==> src/rtl/usbf_crc16_seq.sv <==
// USB CRC16 packet sequencer: TX passes payload through and appends the CRC16,
// RX consumes payload+CRC and checks the residue; both report length/CRC status.

module usbf_crc16 (
    input  logic [15:0] crc_in,
    input  logic [7:0]  din,
    output logic [15:0] crc_out
);
    logic [15:0] c;

    // Polynomial x^16+x^15+x^2+1, data bits taken LSB first (USB wire order).
    always_comb begin
        c = crc_in;
        for (int i = 0; i < 8; i++) begin
            if (c[15] ^ din[i]) c = {c[14:0], 1'b0} ^ 16'h8005;
            else                c = {c[14:0], 1'b0};
        end
        crc_out = c;
    end
endmodule

module usbf_crc16_seq #(
    parameter int unsigned MAX_LEN = 1023
) (
    input  logic        clk,
    input  logic        rst,
    input  logic        mode,
    input  logic [7:0]  in_data,
    input  logic        in_valid,
    input  logic        in_last,
    output logic        in_ready,
    output logic [7:0]  out_data,
    output logic        out_valid,
    output logic        out_last,
    input  logic        out_ready,
    output logic        done,
    output logic        crc_ok,
    output logic        len_err,
    output logic [10:0] byte_cnt
);
    localparam logic [11:0] LEN_TX_MAX = 12'(MAX_LEN);
    localparam logic [11:0] LEN_RX_MAX = 12'(MAX_LEN + 2);
    localparam logic [15:0] CRC_SEED   = 16'hFFFF;
    localparam logic [15:0] CRC_RESID  = 16'h800D;

    typedef enum logic [2:0] {IDLE, DATA, CRC1, CRC2, STAT} state_t;

    state_t      state_q, state_d;
    logic [15:0] crc_q, crc_d;
    logic [10:0] cnt_q, cnt_d;
    logic        mode_q, mode_d;
    logic        crc_ok_q, crc_ok_d;
    logic        len_err_q, len_err_d;
    logic        done_q, done_d;
    logic        run_q;

    logic        eff_mode;
    logic        xfer;
    logic [15:0] crc_seed;
    logic [15:0] crc_step;

    // A new packet takes mode and CRC seed straight from the inputs while in IDLE.
    assign eff_mode = (state_q == IDLE) ? mode : mode_q;
    assign crc_seed = (state_q == IDLE) ? CRC_SEED : crc_q;

    usbf_crc16 u_crc (
        .crc_in  (crc_seed),
        .din     (in_data),
        .crc_out (crc_step)
    );

    always_comb begin
        state_d   = state_q;
        crc_d     = crc_q;
        cnt_d     = cnt_q;
        mode_d    = mode_q;
        crc_ok_d  = crc_ok_q;
        len_err_d = len_err_q;
        done_d    = 1'b0;
        in_ready  = 1'b0;
        out_valid = 1'b0;
        out_last  = 1'b0;
        out_data  = 8'h00;
        xfer      = 1'b0;

        case (state_q)
            IDLE, DATA: begin
                in_ready = run_q & (eff_mode | out_ready);
                if (!eff_mode) begin
                    out_valid = run_q & in_valid;
                    out_data  = run_q ? in_data : 8'h00;
                end
                xfer = in_valid & in_ready;
                if (xfer) begin
                    crc_d  = crc_step;
                    mode_d = eff_mode;
                    if (state_q == IDLE)      cnt_d = 11'd1;
                    else if (cnt_q != 11'h7FF) cnt_d = cnt_q + 11'd1;
                    if (in_last) state_d = eff_mode ? STAT : CRC1;
                    else         state_d = DATA;
                end
            end
            CRC1: begin
                out_valid = 1'b1;
                out_data  = ~{crc_q[8], crc_q[9], crc_q[10], crc_q[11],
                              crc_q[12], crc_q[13], crc_q[14], crc_q[15]};
                if (out_ready) state_d = CRC2;
            end
            CRC2: begin
                out_valid = 1'b1;
                out_last  = 1'b1;
                out_data  = ~{crc_q[0], crc_q[1], crc_q[2], crc_q[3],
                              crc_q[4], crc_q[5], crc_q[6], crc_q[7]};
                if (out_ready) state_d = STAT;
            end
            STAT:    state_d = IDLE;
            default: state_d = IDLE;
        endcase

        // Status is captured on entry to STAT so it lines up with the done pulse.
        if (state_d == STAT) begin
            done_d = 1'b1;
            if (mode_d) len_err_d = ({1'b0, cnt_d} < 12'd2) || ({1'b0, cnt_d} > LEN_RX_MAX);
            else        len_err_d = {1'b0, cnt_d} > LEN_TX_MAX;
            if (len_err_d)   crc_ok_d = 1'b0;
            else if (mode_d) crc_ok_d = (crc_d == CRC_RESID);
            else             crc_ok_d = 1'b1;
        end
    end

    always_ff @(posedge clk or negedge rst) begin
        if (!rst) begin
            state_q   <= IDLE;
            crc_q     <= CRC_SEED;
            cnt_q     <= 11'd0;
            mode_q    <= 1'b0;
            crc_ok_q  <= 1'b0;
            len_err_q <= 1'b0;
            done_q    <= 1'b0;
            run_q     <= 1'b0;
        end else begin
            state_q   <= state_d;
            crc_q     <= crc_d;
            cnt_q     <= cnt_d;
            mode_q    <= mode_d;
            crc_ok_q  <= crc_ok_d;
            len_err_q <= len_err_d;
            done_q    <= done_d;
            run_q     <= 1'b1;
        end
    end

    assign done     = done_q;
    assign crc_ok   = crc_ok_q;
    assign len_err  = len_err_q;
    assign byte_cnt = cnt_q;
endmodule
==> config.mk <==
export PLATFORM = sky130hd
export DESIGN_NAME = usbf_crc16_seq
export DESIGN_NICKNAME = d
export VERILOG_FILES = /design/src/rtl/usbf_crc16_seq.sv
export SDC_FILE = /design/constraint.sdc
export NUM_CORES = 1
export LEC_CHECK = 0
export ABC_CLOCK_PERIOD_IN_PS = 2600
export CAP_MARGIN = 20
export CORE_MARGIN = 5
export CORE_UTILIZATION = 48
export CTS_CLUSTER_DIAMETER = 100
export DETAILED_ROUTE_END_ITERATION = 7
export PLACE_DENSITY = 0.76
export SYNTH_ARGS = -nofsm -noshare
export SYNTH_HDL_FRONTEND = slang
export SYNTH_SLANG_ARGS = --single-unit
==> constraint.sdc <==
create_clock -name clk -period 2.6 [get_ports clk]
set_input_delay 0.52 -clock clk [delete_from_list [all_inputs] [get_ports clk]]
set_output_delay 0.52 -clock clk [all_outputs]
set_load 0.01 [all_outputs]
==> results.sh, run 1 <==
export IMPL_synthFlopType="dfrtp_1"
export IMPL_start_util=0.4962
export IMPL_ys_seq_area_frac=0.3823
export IMPL_synthArstFlopShare=1.000
export IMPL_fmax_mhz=355.5
export IMPL_wl_um=7648
export IMPL_synth_compound_area_share=0.1799
export IMPL_path_delay_family="simple AND/OR/NAND/NOR gates"
export IMPL_dp_cells=413
export IMPL_cts_hold_buf=0
export IMPL_period_share=1.082
export IMPL_syn_nets=277
export IMPL_drv_cap=0
export IMPL_power_internal_uw=2644
export IMPL_io_pins=39
export IMPL_syn_inst=262
export IMPL_crit_type="flip-flop to flip-flop"
export IMPL_avgSynthCellArea_um2=8.945
export IMPL_nNetsFinal=382
export IMPL_place_hpwl_um=4975
export IMPL_drv_slew=0
export IMPL_drtIter0Drc=154
export IMPL_layoutNonFillerInstCount=435
export IMPL_synth_area_um2=2343
export IMPL_synth_top_family_by_area="simple AND/OR/NAND/NOR gates"
export IMPL_reg2reg_depth=8
export IMPL_cts_max_level=2
export IMPL_synth_xor_area_frac=0.1436
export IMPL_rr_endpoint="crc_ok"
export IMPL_muxShareOfSynthArea=0.01495
export IMPL_ys_types=56
export IMPL_clk_latency_ns=0.30
export IMPL_clk_path_buf_depth=2
export IMPL_swShare=0.4110
export IMPL_fin_crit_ns=2.813
export IMPL_antenna_cells=0
export IMPL_finalSetupViolations=11
export IMPL_num_rows=25
export IMPL_drive_gt1_frac=0.4130
export IMPL_gp_congestion=0.9359
export IMPL_crit_chain="and4bb_4, and3_4, a311oi_2, nor2b_1, or4b_4, or4_4, o311ai_4, o211a_1"
export IMPL_clkPwrFrac=0.092
export IMPL_slowest_stage="or4_4"
export IMPL_synth_edff_count=0
export IMPL_ant_nets=0
export IMPL_slowest_delay_ns=0.51
export IMPL_setup_ws_ns=-0.2132
export IMPL_slew_headroom=0.5026
export IMPL_grt_overflow_total=0
export IMPL_crit_buf_inv=0
export IMPL_worst_hold_slack_ns=0.5112
export IMPL_violations="setup timing"
export IMPL_seqCellArea_um2=899.6
export IMPL_finClkSkew_ns=0.008469
export IMPL_hold_class="flip-flop to flip-flop"
export IMPL_yosys_area_share_simple=0.2280
export IMPL_comb_power_share=0.661
export IMPL_rsz0062_at_grt="yes"
export IMPL_route_detailed_drc=0
export IMPL_track_usage=0.2316
export IMPL_hold_violations=0
export IMPL_first_pass_iters=4
export IMPL_dieArea_um2=6380
export IMPL_pwr_share_seq=0.247
export IMPL_regToRegSetupSlack_ns=-0.21
export IMPL_io_buffer_count=38
export IMPL_hold_start="crc_q[2]"
export IMPL_hold_depth=2
export IMPL_cts_sinks=35
export IMPL_cts_tree="done"
export IMPL_hold_end="crc_q[10]"
export IMPL_vias=2505
export IMPL_num_fill_cells=310
export IMPL_start_kind="flip-flop"
export IMPL_power_density_nw_per_um2=1255
export IMPL_crit_fanout=6
export IMPL_die_h_um=79.88
export IMPL_cts_root_buf="clkbuf_8"
export IMPL_peakVddDrop_v=0.0006240
export IMPL_power_net_switching_uw=1845
export IMPL_worst_ep_required_time_ns=2.84
export IMPL_first_global_vias=2329
export IMPL_antenna_found_initial=0
export IMPL_leakagePower_uw=0.001602
export IMPL_clk_pin_slew_ns=0.07
export IMPL_core_area_um2=4723
export IMPL_grt_pass1_wl_um=11470
export IMPL_area_growth_pct=52.70
export IMPL_fp_dieW_um=79.88
export IMPL_post_drt_wl_per_cell_um=17.58
export IMPL_grt_max_degree=36
export IMPL_worstPathArrival_ns=3.05
export IMPL_endpoint_kind="flip-flop"
export IMPL_r2r_start="state_q[1]"
export IMPL_worst_slew_pin_transition_ns=0.7383
export IMPL_synth_seq_cells=35
export IMPL_yosys_warnings=0
export IMPL_status="finished with violations"
export IMPL_routed_via_density=5.759
export IMPL_numCtsBuffers=5
export IMPL_synthAdderAreaFrac=0.005339
export IMPL_multi_input_area_um2=1539
==> metal layers <==
metal | share of wire | track usage
met1 | 0.42 | 0.3032
met2 | 0.49 | 0.3781
met3 | 0.063 | 0.05079
met4 | 0.026 | 0.07770
met5 | 0 | 0
==> cells in the mapped netlist (3+ instances only) <==
library cell | instances | area (µm²)
nand4_1 | 5 | 31.28
nor2b_1 | 3 | 18.77
o221ai_1 | 8 | 70.07
and4_1 | 6 | 52.55
dfrtp_1 | 19 | 475.5
inv_1 | 6 | 22.52
a21oi_1 | 5 | 25.02
clkbuf_1 | 9 | 33.78
xor2_1 | 11 | 96.34
buf_6 | 3 | 33.78
xnor2_1 | 23 | 201.4
dfstp_2 | 16 | 420.4
nor3_1 | 6 | 30.03
nor2_1 | 27 | 101.4
o21ai_0 | 23 | 115.1
nand2_1 | 35 | 131.4
and3_1 | 8 | 50.05
==> cells in the final DEF (no fill, tap or decap), types with 3 or more instances in the layout <==
master            n
a21oi_1           5
inv_1             6
buf_6             4
xnor2_1          21
xnor2_2           3
nand2_1          28
nor2b_1           3
xor2_1           11
nor3_1            6
o21ai_1           3
dfrtp_1          16
clkdlybuf4s50_1  25
and4_1            5
buf_4            68
o21ai_0          20
nand2_4           6
dfstp_2          16
and3_1            6
nand4_1           5
clkbuf_8          6
dfrtp_2           3
dlygate4sd2_1     3
nor2_1           25
buf_2             9
buf_12            3
o221ai_2          7
==> worst register-to-register path: cells and delay by family, from the launching register on <==
family	cells	cell delay, ns
DFF	1	0.43
and+or+nand+nor	5	1.77
AOI/OAI and AO/OA	3	0.55
==> logic make-up (layout without fill, tap and decap cells) <==
group	count (synthesis)	after routing
AO/OA/AOI/OAI	60	60
XOR/XNOR	36	36
adder cells (fa/ha/maj)	1	1
buffers and inverters	21	127
flip-flops	35	35
multiplexers	3	3
other	1	1
AND/OR/NAND/NOR	105	105
==> sequential cells by signal, summed over array words and instances (netlist names) <==
register and flops:
crc_q 16, byte_cnt 11, state_q 3, crc_ok 1, done 1, len_err 1
mode_q 1, run_q 1
==> power groups by stage <==
stage	sequential, µW	clock [µW]	combinational, µW
final	1110	412	2970
after global routing	1130	443	3190
after CTS	1070	419	2530
after detailed placement	1070	0	2440
after global placement	1070	0	2370
after floorplan	1020	0	1410
==> area by class of cell <==
type	instances	area share
multi-input combinational	206	0.4301
timing repair buffer	113	0.2633
sequential	35	0.2514
clock buffer	7	0.02413
tap	67	0.02343
inverter	6	0.006294
clock inverter	1	0.001399
==> per-stage QoR <==
stage          cell area [µm²]  setup slack (ns)  power (µW)    util  TNS (ns)
6_report                  3578           -0.2132        4489  0.7576    -1.304
5_1_grt                   3578           -0.2674        4763  0.7576    -2.237
4_1_cts                   3367           -0.2902        4019  0.7128   -0.5803
3_5_place_dp              3203           -0.7584        3519  0.6781    -3.686
3_3_place_gp              3203           -0.6473        3433  0.6781    -3.290
2_1_floorplan             2352           -0.1181        2436       -   -0.2234
==> repair_timing <==
action                     in CTS  in global routing
gates resized for setup        45                 43
pin swaps                      10                 14
buffers inserted                6                 11
setup endpoints to repair      12                 16
==> worst max-delay path by stage <==
stage | start | endpoint | slack, ns | depth (start not counted)
floorplan | byte_cnt[1] | len_err | -0.12 | 9
global placement | in_valid | len_err | -0.65 | 9
detailed placement | in_valid | len_err | -0.76 | 9
CTS | state_q[2] | crc_ok | -0.29 | 8
global route | state_q[2] | crc_ok | -0.27 | 8
finish | state_q[1] | crc_ok | -0.21 | 8
Note: power is estimated with default switching activity, not from simulation.
==> run 2: changes to the inputs <==
==> config.mk (replaced) <==
export PLATFORM = sky130hd
export DESIGN_NAME = usbf_crc16_seq
export DESIGN_NICKNAME = d
export VERILOG_FILES = /design/src/rtl/usbf_crc16_seq.sv
export SDC_FILE = /design/constraint.sdc
export NUM_CORES = 1
export LEC_CHECK = 0
export ABC_CLOCK_PERIOD_IN_PS = 3250
export CAP_MARGIN = 20
export CORE_MARGIN = 5
export CORE_UTILIZATION = 58
export CTS_CLUSTER_DIAMETER = 100
export DETAILED_ROUTE_END_ITERATION = 7
export PLACE_DENSITY = 0.86
export SLEW_MARGIN = 30
export SYNTH_ARGS = -nofsm -noshare
export SYNTH_HDL_FRONTEND = slang
export SYNTH_SLANG_ARGS = --single-unit
==> constraint.sdc (replaced) <==
create_clock -name clk -period 3.25 [get_ports clk]
set_input_delay 0.65 -clock clk [delete_from_list [all_inputs] [get_ports clk]]
set_output_delay 0.65 -clock clk [all_outputs]
set_load 0.01 [all_outputs]
==> results.sh, run 2 (same netlist as run 1, synthesis figures left out) <==
export IMPL_vias=2140
export IMPL_regToRegSetupSlack_ns=0.23
export IMPL_leakagePower_uw=0.001226
export IMPL_hold_violations=0
export IMPL_clk_path_buf_depth=2
export IMPL_finalSetupViolations=0
export IMPL_fin_crit_ns=3.172
export IMPL_slowest_stage="clkdlybuf4s50_1"
export IMPL_fmax_mhz=315.3
export IMPL_total_power_uw=2792
export IMPL_gp_congestion=0.9354
export IMPL_endpoint_kind="primary output"
export IMPL_track_usage=0.2447
export IMPL_status="complete, no violations"
export IMPL_reg2reg_depth=9
export IMPL_core_area_um2=3971
export IMPL_crit_buf_inv=3
export IMPL_post_drt_wl_per_cell_um=16.90
export IMPL_clk_pin_slew_ns=0.07
export IMPL_grt_pass1_wl_um=10100
export IMPL_io_pins=39
export IMPL_first_global_vias=2094
export IMPL_num_fill_cells=304
export IMPL_cp_depth=7
export IMPL_crit_path_frequent_cell="clkdlybuf4s50_1"
export IMPL_route_detailed_drc=0
export IMPL_grt_overflow_total=0
export IMPL_use_met1=0.3247
export IMPL_drv_slew=0
export IMPL_numCtsBuffers=5
export IMPL_hold_class="flip-flop to flip-flop"
export IMPL_slowest_delay_ns=0.60
export IMPL_crit_type="primary input to primary output"
export IMPL_drive_gt1_frac=0.1879
export IMPL_path_delay_family="buffers and inverters"
export IMPL_cts_hold_buf=0
export IMPL_antenna_found_initial=0
export IMPL_dieArea_um2=5412
export IMPL_finClkSkew_ns=0.006538
export IMPL_peakVddDrop_v=0.0005249
export IMPL_cts_root_buf="clkbuf_8"
export IMPL_busiest_layer="met2"
export IMPL_power_density_nw_per_um2=938.6
export IMPL_die_h_um=73.57
export IMPL_io_buffer_count=38
export IMPL_num_rows=23
export IMPL_final_common_cell="clkdlybuf4s50_1"
export IMPL_cts_max_level=2
export IMPL_worst_slew_pin_transition_ns=0.6966
export IMPL_rr_endpoint="len_err"
export IMPL_start_kind="primary input"
export IMPL_antenna_cells=0
export IMPL_wl_um=6152
export IMPL_worstPathArrival_ns=2.52
export IMPL_worst_ep_required_time_ns=2.60
export IMPL_final_cell_mix="clkdlybuf4s50_1, nand2_1, nor2_1, xnor2_1, o21ai_0"
export IMPL_critPathCapture="out_data[1]"
export IMPL_start_util=0.5901
export IMPL_first_pass_iters=4
export IMPL_grt_max_degree=36
export IMPL_place_hpwl_um=4604
export IMPL_period_share=0.9759
export IMPL_largest_register="crc_q"
export IMPL_cts_sinks=35
export IMPL_gr_usage_met3=0.04241
export IMPL_r2r_start="byte_cnt[0]"
export IMPL_largest_reg_flops=16
export IMPL_slew_headroom=0.5307
export IMPL_crit_fanout=8
export IMPL_met2_usage=0.3976
export IMPL_clk_latency_ns=0.29
export IMPL_fp_dieW_um=73.57
export IMPL_ant_nets=0
export IMPL_drtIter0Drc=118
export IMPL_crit_chain="clkdlybuf4s50_1, buf_4, mux2i_1, and3_2, nand2_1, o221ai_1, clkdlybuf4s50_1"
export IMPL_drv_cap=0
export IMPL_setup_tns_ns=0
export IMPL_worstSetupStartpoint="mode"
export IMPL_area_growth_pct=26.91
export IMPL_nNetsFinal=328
export IMPL_cts_tree="done"
export IMPL_routed_via_density=5.879
## run 2: changes by cell type in the layout (fill, tap and decap cells not counted), sizes merged
cell,before,now
buf,84,21
clkbuf,8,7
clkdlybuf4s50,25,38
dlygate4sd2,3,0
## run 2: per-layer routing
layer	part of all wire	vias up
li1	-	1036
met1	0.44	1035
met2	0.50	57
met3	0.049	12
met4	0.018	0
met5	0	-
## run 2: final cells by class
| cell class | instances | area (µm²) | share of cell area |
|---|---|---|---|
| repair buffers | 59 | 538.0 | 0.1809 |
| clock buffers | 7 | 76.32 | 0.02566 |
| well taps | 50 | 62.56 | 0.02103 |
| clock inverters | 1 | 5.005 | 0.001683 |
| flip-flops and latches | 35 | 895.9 | 0.3012 |
| inverters | 6 | 22.52 | 0.007573 |
| multi-input cells | 206 | 1374 | 0.4619 |
## run 2: how the worst min path moves through the flow
stage	endpoint	start	depth (start not counted)	slack, ns
detailed placement	crc_q[10]	crc_q[2]	2	0.49
CTS	crc_q[10]	crc_q[2]	2	0.50
global route	crc_q[10]	crc_q[2]	2	0.52
finish	crc_q[10]	crc_q[2]	2	0.51
floorplan	byte_cnt[0]	rst	0	0.35
global placement	crc_q[10]	crc_q[2]	2	0.49
## run 2: worst reg2reg max path, stage by stage, from the launching register on
cell and delay, ns:
dfrtp_1 0.44, ha_1 0.29, and4_1 0.32, and3_1 0.21, a311oi_1 0.12, nor2b_1 0.13, or4b_4 0.48, or4_4 0.51
o311ai_4 0.25, o21ai_0 0.15
## run 2: power by group
part	internal [µW]	leakage, µW	total [µW]	switching [µW]
clock network	150	0.0000422	308	157
logic	819	0.000767	1590	767
registers	664	0.000417	898	234
## run 2: per-stage QoR
step | utilization | setup WS [ns] | hold WS, ns | instance area, µm² | cells
2_1_floorplan | - | 0.4001 | 0.3544 | 2344 | 262
3_3_place_gp | 0.7209 | -0.1650 | 0.4871 | 2863 | 356
3_5_place_dp | 0.7209 | -0.2393 | 0.4916 | 2863 | 356
4_1_cts | 0.7435 | 0.05883 | 0.5024 | 2953 | 364
5_1_grt | 0.7489 | -0.02922 | 0.5234 | 2974 | 364
6_report | 0.7489 | 0.07830 | 0.5072 | 2974 | 364
## run 2: repair_timing
item | 4_1_cts | 5_1_grt
gates resized for setup | 2 | 5
setup endpoints to repair | 2 | 2
setup buffers | 0 | 0
==> run 3: changes to the inputs <==
--- a/config.mk
+++ b/config.mk
@@ -9,7 +9,7 @@
 export CAP_MARGIN = 20
 export CORE_MARGIN = 5
 export CORE_UTILIZATION = 58
-export CTS_CLUSTER_DIAMETER = 100
+export CTS_CLUSTER_DIAMETER = 40
 export DETAILED_ROUTE_END_ITERATION = 7
 export PLACE_DENSITY = 0.86
 export SLEW_MARGIN = 30
==> results of run 3 <==
Final layout, timing and power as in run 2 (identical DEF).
